`config.mk`:
```
export PLATFORM = sky130hd
export DESIGN_NAME = l1_mem_port_arbiter_flat
export DESIGN_NICKNAME = d
export VERILOG_FILES = /design/src/rtl/l1_mem_port_arbiter_if.sv /design/src/rtl/l1_mem_port_arbiter.sv /design/src/flat_wrapper.sv
export SDC_FILE = /design/constraint.sdc
export NUM_CORES = 1
export LEC_CHECK = 0
export ABC_AREA = 0
export ABC_CLOCK_PERIOD_IN_PS = 5200
export BUFFER_PORTS_ARGS = -buffer_cell sky130_fd_sc_hd__buf_2
export CORE_AREA = 3 3 174 176
export DETAILED_ROUTE_END_ITERATION = 12
export DIE_AREA = 0 0 177 179
export PLACE_DENSITY_LB_ADDON = 0.12
export SLEW_MARGIN = 20
export SYNTH_ARGS = -nofsm -noshare
export SYNTH_HDL_FRONTEND = slang
export SYNTH_SLANG_ARGS = --single-unit
```
`constraint.sdc`:
```
create_clock -name iCLOCK -period 5.2 [get_ports iCLOCK]
set_clock_uncertainty 0.15 [all_clocks]
set_input_delay 0.52 -clock iCLOCK [delete_from_list [all_inputs] [get_ports iCLOCK]]
set_output_delay 0.52 -clock iCLOCK [all_outputs]
set_load 0.05 [all_outputs]
```
`src/rtl/l1_mem_port_arbiter_if.sv`:
```
// rtl/l1_mem_port_arbiter_if.sv - inst cache, data cache and memory port signals of the L1 port arbiter
interface l1_mem_port_arbiter_if;
    logic        iINST_REQ;
    logic        oINST_LOCK;
    logic [31:0] iINST_ADDR;
    logic        oINST_VALID;
    logic [63:0] oINST_DATA;
    logic        iINST_BUSY;

    logic        iDATA_REQ;
    logic        oDATA_LOCK;
    logic        iDATA_RW;
    logic [31:0] iDATA_ADDR;
    logic [7:0]  iDATA_MASK;
    logic [63:0] iDATA_WDATA;
    logic        oDATA_VALID;
    logic [63:0] oDATA_RDATA;
    logic        iDATA_BUSY;

    logic        oMEM_REQ;
    logic        iMEM_LOCK;
    logic        oMEM_RW;
    logic [31:0] oMEM_ADDR;
    logic [7:0]  oMEM_MASK;
    logic [63:0] oMEM_DATA;
    logic        iMEM_VALID;
    logic        oMEM_BUSY;
    logic [63:0] iMEM_DATA;

    // Arbiter side
    modport slave (
        input  iINST_REQ, iINST_ADDR, iINST_BUSY,
        input  iDATA_REQ, iDATA_RW, iDATA_ADDR, iDATA_MASK, iDATA_WDATA, iDATA_BUSY,
        input  iMEM_LOCK, iMEM_VALID, iMEM_DATA,
        output oINST_LOCK, oINST_VALID, oINST_DATA,
        output oDATA_LOCK, oDATA_VALID, oDATA_RDATA,
        output oMEM_REQ, oMEM_RW, oMEM_ADDR, oMEM_MASK, oMEM_DATA, oMEM_BUSY
    );

    // Caches and memory side
    modport master (
        output iINST_REQ, iINST_ADDR, iINST_BUSY,
        output iDATA_REQ, iDATA_RW, iDATA_ADDR, iDATA_MASK, iDATA_WDATA, iDATA_BUSY,
        output iMEM_LOCK, iMEM_VALID, iMEM_DATA,
        input  oINST_LOCK, oINST_VALID, oINST_DATA,
        input  oDATA_LOCK, oDATA_VALID, oDATA_RDATA,
        input  oMEM_REQ, oMEM_RW, oMEM_ADDR, oMEM_MASK, oMEM_DATA, oMEM_BUSY
    );
endinterface

```
`src/rtl/l1_mem_port_arbiter.sv`:
```
// rtl/l1_mem_port_arbiter.sv - shares one memory port between L1 inst refills and L1 data accesses
module l1_mem_port_arbiter #(
    parameter int P_INST_BURST = 8
) (
    input  logic                 iCLOCK,
    input  logic                 inRESET,
    input  logic                 iRESET_SYNC,
    l1_mem_port_arbiter_if.slave bus
);
    typedef enum logic [2:0] {
        S_IDLE,
        S_INST_REQ,
        S_INST_WAIT,
        S_DATA_REQ,
        S_DATA_WAIT
    } state_t;

    localparam logic [3:0] L_BURST = 4'(P_INST_BURST);
    localparam logic [3:0] L_LAST  = 4'(P_INST_BURST - 1);

    state_t     state;
    logic [3:0] req_cnt;
    logic [3:0] rsp_cnt;
    logic       last_grant;

    logic       inst_phase;
    logic       inst_beat_acc;
    logic       inst_rsp_acc;
    logic       data_beat_acc;
    logic       data_rsp_acc;
    logic [3:0] rsp_next;

    assign inst_phase    = (state == S_INST_REQ) || (state == S_INST_WAIT);
    assign inst_beat_acc = (state == S_INST_REQ) && bus.iINST_REQ && !bus.iMEM_LOCK;
    assign inst_rsp_acc  = inst_phase && bus.iMEM_VALID && !bus.iINST_BUSY;
    assign data_beat_acc = (state == S_DATA_REQ) && bus.iDATA_REQ && !bus.iMEM_LOCK;
    assign data_rsp_acc  = (state == S_DATA_WAIT) && bus.iMEM_VALID && !bus.iDATA_BUSY;
    assign rsp_next      = rsp_cnt + {3'b000, inst_rsp_acc};

    always_ff @(posedge iCLOCK or negedge inRESET) begin
        if (!inRESET) begin
            state      <= S_IDLE;
            req_cnt    <= 4'd0;
            rsp_cnt    <= 4'd0;
            last_grant <= 1'b1;
        end else if (iRESET_SYNC) begin
            state      <= S_IDLE;
            req_cnt    <= 4'd0;
            rsp_cnt    <= 4'd0;
            last_grant <= 1'b1;
        end else begin
            case (state)
                S_IDLE: begin
                    // On a tie the requester that did not win last time is served
                    if (bus.iINST_REQ && (!bus.iDATA_REQ || last_grant)) begin
                        state      <= S_INST_REQ;
                        last_grant <= 1'b0;
                    end else if (bus.iDATA_REQ) begin
                        state      <= S_DATA_REQ;
                        last_grant <= 1'b1;
                    end
                end
                S_INST_REQ: begin
                    rsp_cnt <= rsp_next;
                    if (inst_beat_acc) begin
                        if (req_cnt == L_LAST) begin
                            req_cnt <= 4'd0;
                            // A fast memory may already have returned every response
                            if (rsp_next == L_BURST) begin
                                state   <= S_IDLE;
                                rsp_cnt <= 4'd0;
                            end else begin
                                state <= S_INST_WAIT;
                            end
                        end else begin
                            req_cnt <= req_cnt + 4'd1;
                        end
                    end
                end
                S_INST_WAIT: begin
                    if (inst_rsp_acc) begin
                        if (rsp_cnt == L_LAST) begin
                            state   <= S_IDLE;
                            rsp_cnt <= 4'd0;
                        end else begin
                            rsp_cnt <= rsp_cnt + 4'd1;
                        end
                    end
                end
                S_DATA_REQ: begin
                    if (data_beat_acc) begin
                        state <= bus.iDATA_RW ? S_IDLE : S_DATA_WAIT;
                    end
                end
                S_DATA_WAIT: begin
                    if (data_rsp_acc) begin
                        state <= S_IDLE;
                    end
                end
                default: state <= S_IDLE;
            endcase
        end
    end

    always_comb begin
        bus.oINST_LOCK  = 1'b1;
        bus.oDATA_LOCK  = 1'b1;
        bus.oMEM_REQ    = 1'b0;
        bus.oMEM_RW     = 1'b0;
        bus.oMEM_ADDR   = 32'd0;
        bus.oMEM_MASK   = 8'd0;
        bus.oMEM_DATA   = 64'd0;
        bus.oMEM_BUSY   = 1'b0;
        bus.oINST_VALID = 1'b0;
        bus.oINST_DATA  = 64'd0;
        bus.oDATA_VALID = 1'b0;
        bus.oDATA_RDATA = 64'd0;
        if (state == S_INST_REQ) begin
            bus.oMEM_REQ   = bus.iINST_REQ;
            bus.oINST_LOCK = bus.iMEM_LOCK;
            bus.oMEM_ADDR  = bus.iINST_ADDR;
            bus.oMEM_MASK  = 8'hFF;
        end
        if (inst_phase) begin
            bus.oINST_VALID = bus.iMEM_VALID;
            bus.oINST_DATA  = bus.iMEM_DATA;
            bus.oMEM_BUSY   = bus.iINST_BUSY;
        end
        if (state == S_DATA_REQ) begin
            bus.oMEM_REQ   = bus.iDATA_REQ;
            bus.oDATA_LOCK = bus.iMEM_LOCK;
            bus.oMEM_RW    = bus.iDATA_RW;
            bus.oMEM_ADDR  = bus.iDATA_ADDR;
            bus.oMEM_MASK  = bus.iDATA_MASK;
            bus.oMEM_DATA  = bus.iDATA_WDATA;
        end
        if (state == S_DATA_WAIT) begin
            bus.oDATA_VALID = bus.iMEM_VALID;
            bus.oDATA_RDATA = bus.iMEM_DATA;
            bus.oMEM_BUSY   = bus.iDATA_BUSY;
        end
    end

    // Responses with no owner are dropped; they point at a memory-side protocol bug
    a_no_stray_rsp: assert property (@(posedge iCLOCK) disable iff (!inRESET || iRESET_SYNC)
        !(bus.iMEM_VALID && ((state == S_IDLE) || (state == S_DATA_REQ))))
        else $error("memory response with no owner dropped");
endmodule
```
`src/flat_wrapper.sv`:
```
// flat-port wrapper written by rule: the top's interface ports become plain ports
module l1_mem_port_arbiter_flat 
#(
    parameter int P_INST_BURST = 8
)
  (iCLOCK, inRESET, iRESET_SYNC, bus_iINST_REQ, bus_iINST_ADDR, bus_iINST_BUSY, bus_iDATA_REQ, bus_iDATA_RW, bus_iDATA_ADDR, bus_iDATA_MASK, bus_iDATA_WDATA, bus_iDATA_BUSY, bus_iMEM_LOCK, bus_iMEM_VALID, bus_iMEM_DATA, bus_oINST_LOCK, bus_oINST_VALID, bus_oINST_DATA, bus_oDATA_LOCK, bus_oDATA_VALID, bus_oDATA_RDATA, bus_oMEM_REQ, bus_oMEM_RW, bus_oMEM_ADDR, bus_oMEM_MASK, bus_oMEM_DATA, bus_oMEM_BUSY);
  l1_mem_port_arbiter_if bus_i ();
  input  logic iCLOCK;
  input  logic inRESET;
  input  logic iRESET_SYNC;
  input wire logic [$bits(bus_i.iINST_REQ)-1:0] bus_iINST_REQ;
  input wire logic [$bits(bus_i.iINST_ADDR)-1:0] bus_iINST_ADDR;
  input wire logic [$bits(bus_i.iINST_BUSY)-1:0] bus_iINST_BUSY;
  input wire logic [$bits(bus_i.iDATA_REQ)-1:0] bus_iDATA_REQ;
  input wire logic [$bits(bus_i.iDATA_RW)-1:0] bus_iDATA_RW;
  input wire logic [$bits(bus_i.iDATA_ADDR)-1:0] bus_iDATA_ADDR;
  input wire logic [$bits(bus_i.iDATA_MASK)-1:0] bus_iDATA_MASK;
  input wire logic [$bits(bus_i.iDATA_WDATA)-1:0] bus_iDATA_WDATA;
  input wire logic [$bits(bus_i.iDATA_BUSY)-1:0] bus_iDATA_BUSY;
  input wire logic [$bits(bus_i.iMEM_LOCK)-1:0] bus_iMEM_LOCK;
  input wire logic [$bits(bus_i.iMEM_VALID)-1:0] bus_iMEM_VALID;
  input wire logic [$bits(bus_i.iMEM_DATA)-1:0] bus_iMEM_DATA;
  output wire logic [$bits(bus_i.oINST_LOCK)-1:0] bus_oINST_LOCK;
  output wire logic [$bits(bus_i.oINST_VALID)-1:0] bus_oINST_VALID;
  output wire logic [$bits(bus_i.oINST_DATA)-1:0] bus_oINST_DATA;
  output wire logic [$bits(bus_i.oDATA_LOCK)-1:0] bus_oDATA_LOCK;
  output wire logic [$bits(bus_i.oDATA_VALID)-1:0] bus_oDATA_VALID;
  output wire logic [$bits(bus_i.oDATA_RDATA)-1:0] bus_oDATA_RDATA;
  output wire logic [$bits(bus_i.oMEM_REQ)-1:0] bus_oMEM_REQ;
  output wire logic [$bits(bus_i.oMEM_RW)-1:0] bus_oMEM_RW;
  output wire logic [$bits(bus_i.oMEM_ADDR)-1:0] bus_oMEM_ADDR;
  output wire logic [$bits(bus_i.oMEM_MASK)-1:0] bus_oMEM_MASK;
  output wire logic [$bits(bus_i.oMEM_DATA)-1:0] bus_oMEM_DATA;
  output wire logic [$bits(bus_i.oMEM_BUSY)-1:0] bus_oMEM_BUSY;
  assign bus_i.iINST_REQ = bus_iINST_REQ;
  assign bus_i.iINST_ADDR = bus_iINST_ADDR;
  assign bus_i.iINST_BUSY = bus_iINST_BUSY;
  assign bus_i.iDATA_REQ = bus_iDATA_REQ;
  assign bus_i.iDATA_RW = bus_iDATA_RW;
  assign bus_i.iDATA_ADDR = bus_iDATA_ADDR;
  assign bus_i.iDATA_MASK = bus_iDATA_MASK;
  assign bus_i.iDATA_WDATA = bus_iDATA_WDATA;
  assign bus_i.iDATA_BUSY = bus_iDATA_BUSY;
  assign bus_i.iMEM_LOCK = bus_iMEM_LOCK;
  assign bus_i.iMEM_VALID = bus_iMEM_VALID;
  assign bus_i.iMEM_DATA = bus_iMEM_DATA;
  assign bus_oINST_LOCK = bus_i.oINST_LOCK;
  assign bus_oINST_VALID = bus_i.oINST_VALID;
  assign bus_oINST_DATA = bus_i.oINST_DATA;
  assign bus_oDATA_LOCK = bus_i.oDATA_LOCK;
  assign bus_oDATA_VALID = bus_i.oDATA_VALID;
  assign bus_oDATA_RDATA = bus_i.oDATA_RDATA;
  assign bus_oMEM_REQ = bus_i.oMEM_REQ;
  assign bus_oMEM_RW = bus_i.oMEM_RW;
  assign bus_oMEM_ADDR = bus_i.oMEM_ADDR;
  assign bus_oMEM_MASK = bus_i.oMEM_MASK;
  assign bus_oMEM_DATA = bus_i.oMEM_DATA;
  assign bus_oMEM_BUSY = bus_i.oMEM_BUSY;
  l1_mem_port_arbiter #(.P_INST_BURST(P_INST_BURST)) u_core (.iCLOCK(iCLOCK), .inRESET(inRESET), .iRESET_SYNC(iRESET_SYNC), .bus(bus_i));
endmodule
```
==> impl_metrics.ini, run 1 <==
[run_status]
outcome = completed

[synthesis]
synthArstFlopShare = 1.00
avgSynthCellArea_sq_um = 6.80
yosysSeqAreaShare = 0.107
postSynthCellCount = 414
synthesis.nets = 628
synth-edff-count = 0
synth-seq-cells = 12
ys.flop_type = dfrtp_1
synth_area_sq_um = 2820
yosys_warnings = 0
yosys.cell_types.count = 42

[sta]
maxSlewHeadroom = 0.526
setup_ws_ns = 2.00
rsz0062_at_grt = false
worst_slew_pin_slew_ns = 0.710
setup_viol = 0
period_minus_slack_ns = 3.20
hold_violations = 0
fmax_mhz = 313
maxSlewViolCount = 0
setup_tns_ns = 0
timing.final.crit_share = 0.614

[floorplanning]
rows = 62
start_util = 0.0978
pin_count = 449
dieHeight_um = 179
die_x_um = 177
dieArea_sq_um = 31700
core-area_sq_um = 28800

[pwr]
total_power_mw = 2.25
irDropWorstVdd_mv = 0.132
power_leakage_nw = 3.30
powerDensity_nw_per_um2 = 407

[final_layout]
nFillCells = 3334
syn2layout_area_growth_pct = 96.3
finish.instance_area_sq_um = 5530
nets = 1052
final_layout_size_suffix_gt1_frac = 0.559
ff_latch_area_sq_um = 303
multi_input_area_sq_um = 2320

[min_path]
hold_path.class = in -> async

[clocking]
clockBufferDepth = 2
insertion_delay_ns = 0.25
cts_hold_buf = 0
cts_tree = built
htreeDepth = 1
numCtsBuffers = 3
cts.clk_slew.worst_paths_ns = 0.05
cts-root-buf = clkbuf_16
postCtsSetupBuffers = 0
cts-resized-gates = 0
cts.sinks = 12

[grt]
grt_use_total = 0.0931
grt_pass1_vias = 4010
grt_pass1_wl_mm = 23.1
grt_max_degree = 69
grt_overflow_total = 0
grt_antenna_before_repair = 1

[job]
cap_violations = 0

[placed_design]
port_buffers = 448
place_ws_ns = 2.19
placed_area_sq_um = 5430
gp_congestion = 0.734
post-dp-hpwl_mm = 14.9

[detailed_routing]
post-route-drc-count = 0
drtIter0Drc = 119
routed.top_layer = met4
firstDrtPassIters = 4
drtAntennaViolNets = 0
viasPerCell = 3.49
wirelength_mm = 17.2
route.met3.wl_mm = 1.45
wl_per_cell_um = 14.1
dr_wl_met2_mm = 9.59
vias = 4268
met1Wirelength_mm = 5.98

[critical_path]
arrival_ns = 2.53
cp_max_fo = 68
endpoint_kind = output port
required_ns = 4.53
r2r_start = u_core.state[0]
crit_type = reg -> out
start_kind = flip-flop
critPathLaunch = u_core.state[1]
cell usage in the layout, fill, tap and decap left out, drive strengths merged, types with 3 or more instances in the layout:
master	instances
buf	452
and2	129
nor2b	66
nor2	43
mux2i	37
inv	15
a21oi	14
o21ai	13
nand2	11
dfrtp	11
nand2b	5
ha	4
clkbuf	4
xor2	3
nor3b	3
nor3	3
final cells by class:
| cell class | instances | share of cell area |
|---|---|---|
| tap | 384 | 0.0869 |
| multi-input combinational | 354 | 0.420 |
| sequential | 12 | 0.0548 |
| inverter | 15 | 0.0102 |
| timing repair buffer | 452 | 0.411 |
| clock buffer | 4 | 0.0161 |
| antenna | 2 | 0.000906 |
cells in the mapped netlist, types with 3 or more instances:
library cell | n | area (sq um)
mux2i_1 | 37 | 370
nand2b_1 | 5 | 31.3
o21ai_0 | 10 | 50.1
nor2_1 | 43 | 161
dfrtp_1 | 11 | 275
buf_2 | 9 | 45.0
nor2b_1 | 66 | 413
clkbuf_1 | 18 | 67.6
buf_1 | 3 | 11.3
inv_1 | 15 | 56.3
a21oi_1 | 14 | 70.1
xor2_1 | 3 | 26.3
ha_1 | 4 | 50.1
nand2_1 | 11 | 41.3
and2_1 | 129 | 807
metrics by stage:
stage	cells	hold slack (ns)	utilization
floorplan	414	0.0744	-
CTS	1221	0.0205	0.192
global route	1221	0.0376	0.192
global placement	1217	0.294	0.189
detailed placement	1217	0.283	0.189
finish	1223	0.00883	0.192
worst paths after layout:
path                                      to  slack (ns)  cells after the start
setup reg to reg             u_core.state[1]        2.25                      8
hold reg to reg            u_core.last_grant        0.41                      2
min in group iCLOCK        u_core.last_grant        0.41                      2
max in group asynchronous  u_core.last_grant        4.61                      1
hold / removal             u_core.req_cnt[2]       0.009                      1
setup / recovery           bus_oMEM_DATA[23]        2.00                      4
cell families (layout without fill, tap and decap cells):
| family | count (synthesis) | after routing | share of synthesized area |
|---|---|---|---|
| compound gates | 38 | 38 | 0.0840 |
| buf+inv | 48 | 471 | 0.0733 |
| fa+ha+maj | 4 | 4 | 0.0178 |
| simple gates | 271 | 271 | 0.573 |
| xor+xnor | 3 | 3 | 0.00934 |
| flops | 12 | 12 | 0.107 |
| other cells | 0 | 2 | 0 |
| mux | 38 | 38 | 0.136 |
power breakdown:
| group | internal, mW | leakage [nW] | total, mW | switching, mW |
|---|---|---|---|---|
| Clock | 0.117 | 0.0442 | 0.165 | 0.0480 |
| Combinational | 0.448 | 3.10 | 1.96 | 1.51 |
| Sequential | 0.106 | 0.161 | 0.130 | 0.0241 |
| Total | 0.670 | 3.30 | 2.25 | 1.58 |
critical path, cell delays in order (launching register included):
cell and delay, ns:
dfrtp_2 0.45, buf_4 0.58, and3b_4 0.68, and2_1 0.24
buf_2 0.27
metal layers:
layer	vias up	GRT usage
met2	259	0.195
met5	-	0
met1	1825	0.0972
li1	2169	-
met4	0	0.0170
met3	15	0.0140
sequential cells by signal, summed over array words and instances, names as in the netlist:
name / count
u_core.req_cnt: 4
u_core.rsp_cnt: 4
u_core.last_grant: 1
u_core.state: 3
No activity file was read; power rests on OpenSTA's default activity.
==> inputs of run 2 (changes only) <==
--- a/config.mk
+++ b/config.mk
@@ -6,11 +6,11 @@
 export NUM_CORES = 1
 export LEC_CHECK = 0
 export ABC_AREA = 0
-export ABC_CLOCK_PERIOD_IN_PS = 5200
+export ABC_CLOCK_PERIOD_IN_PS = 2600
 export BUFFER_PORTS_ARGS = -buffer_cell sky130_fd_sc_hd__buf_2
-export CORE_AREA = 3 3 174 176
+export CORE_AREA = 3 3 173 175
 export DETAILED_ROUTE_END_ITERATION = 12
-export DIE_AREA = 0 0 177 179
+export DIE_AREA = 0 0 176 178
 export PLACE_DENSITY_LB_ADDON = 0.12
 export SLEW_MARGIN = 20
 export SYNTH_ARGS = -nofsm -noshare
==> constraint.sdc (replaced) <==
create_clock -name iCLOCK -period 2.6 [get_ports iCLOCK]
set_clock_uncertainty 0.15 [all_clocks]
set_input_delay 0.26 -clock iCLOCK [delete_from_list [all_inputs] [get_ports iCLOCK]]
set_output_delay 0.26 -clock iCLOCK [all_outputs]
set_load 0.05 [all_outputs]
==> impl_metrics.ini, run 2 (synthesis results as in run 1) <==
[final_layout]
reg_top3 = u_core.req_cnt (4), u_core.rsp_cnt (4), u_core.state (3)
nets = 1060
final_common_cell = buf_2
finalCoreUtilization = 0.201
final_layout_size_suffix_gt1_frac = 0.567
layout_common_cells = buf_2 (441), and2_1 (129), nor2b_1 (66)
finish.instance_area_sq_um = 5750
syn2layout_area_growth_pct = 104
antennaDiodeCount = 0

[sta]
hold_violations = 0
maxSlewHeadroom = 0.532
setup_viol = 0
fmax_mhz = 415
maxSlewViolCount = 0
worst_slew_pin_slew_ns = 0.702
period_minus_slack_ns = 2.41
timing.final.crit_share = 0.927
holdWs_ns = 0.183
setup_ws_ns = 0.189

[critical_path]
path_delay_family = simple AND/OR/NAND/NOR gates
r2r_start = u_core.state[0]
path_buf_inv = 0
crit_type = reg -> reg
cp_max_fo = 5
endpoint_kind = flip-flop
cpMaxStageDelayCell = dfrtp_1
r2r_slack_ns = 0.19
start_kind = flip-flop
path_cells = nor3b_4, nor2_4, nor2_1, ha_2, nand3_2, xor2_1, o41ai_2, a2111oi_0, mux2_1
required_ns = 2.57
arrival_ns = 2.38
cp_slowest_stage_delay_ns = 0.49
critPathLaunch = u_core.state[0]

[placed_design]
port_buffers = 448
placed_area_sq_um = 5640
place_ws_ns = 0.175
gp_congestion = 0.732
post-dp-hpwl_mm = 15.4

[min_path]
hold_path.class = in -> reg
hp-start = iRESET_SYNC

[detailed_routing]
vias = 4314
viasPerCell = 3.51
post-route-drc-count = 0
drtAntennaViolNets = 0
wl_per_cell_um = 14.4
drtIter0Drc = 83
wirelength_mm = 17.7
firstDrtPassIters = 4

[grt]
grt_overflow_total = 0
grt_pass1_wl_mm = 24.1
grt_use_total = 0.0988
grt_max_degree = 68
grt_antenna_before_repair = 4
grt_pass1_vias = 4030

[clocking]
cts.clk_slew.worst_paths_ns = 0.05
clockBufferDepth = 2
htreeDepth = 1
numCtsBuffers = 3
cts.sinks = 12
cts-root-buf = clkbuf_16
cts_tree = built
insertion_delay_ns = 0.24

[floorplanning]
dieHeight_um = 178
dieArea_sq_um = 31300
pin_count = 449
core-area_sq_um = 28600
rows = 62
start_util = 0.0983
die_x_um = 176

[run_status]
outcome = completed

[pwr]
total_power_mw = 4.71
irDropWorstVdd_mv = 0.309
powerDensity_nw_per_um2 = 819
power_leakage_nw = 3.37

[job]
cap_violations = 0
run 2: worst paths after layout:
path,to,cells after the start
min reg2reg,u_core.req_cnt[1],2
max,u_core.state[1],9
min,u_core.state[0],2
min in group asynchronous,u_core.req_cnt[3],2
max in group asynchronous,u_core.last_grant,2
max reg2reg,u_core.state[1],9
run 2: report_power, final:
part	internal, mW	switching, mW
Sequential	0.212	0.0359
Combinational	1.06	3.08
Clock	0.233	0.0868
Total	1.51	3.21
run 2: routing by layer:
metal	track usage	share of wire	wire, um	up-vias
met1	0.100	0.35	6230	1867
met3	0.0272	0.094	1660	10
met5	0	0.0023	40	-
met4	0.00990	0.0033	58	6
met2	0.204	0.55	9680	249
li1	-	-	-	2182
run 2: timing repair:
action                                 CTS  global route
gates resized for setup                  0             2
setup endpoints to repair                0             1
endpoints found under the hold margin   11             0
setup buffers                            0             0
hold buffers                             1             0
run 2: cell type report:
cell class              count  area, sq um
fillers                  3356        22900
repair buffers            460         2470
well taps                 384          480
flip-flops and latches     12          303
clock buffers               4         88.8
inverters                  15         56.3
multi-input cells         354         2350
run 2: through the flow:
| step | std cells | TNS (ns) |
|---|---|---|
| 2_1_floorplan | 414 | -0.00508 |
| 3_3_place_gp | 1224 | 0 |
| 3_5_place_dp | 1224 | 0 |
| 4_1_cts | 1229 | 0 |
| 5_1_grt | 1229 | -0.00727 |
| 6_report | 1229 | 0 |
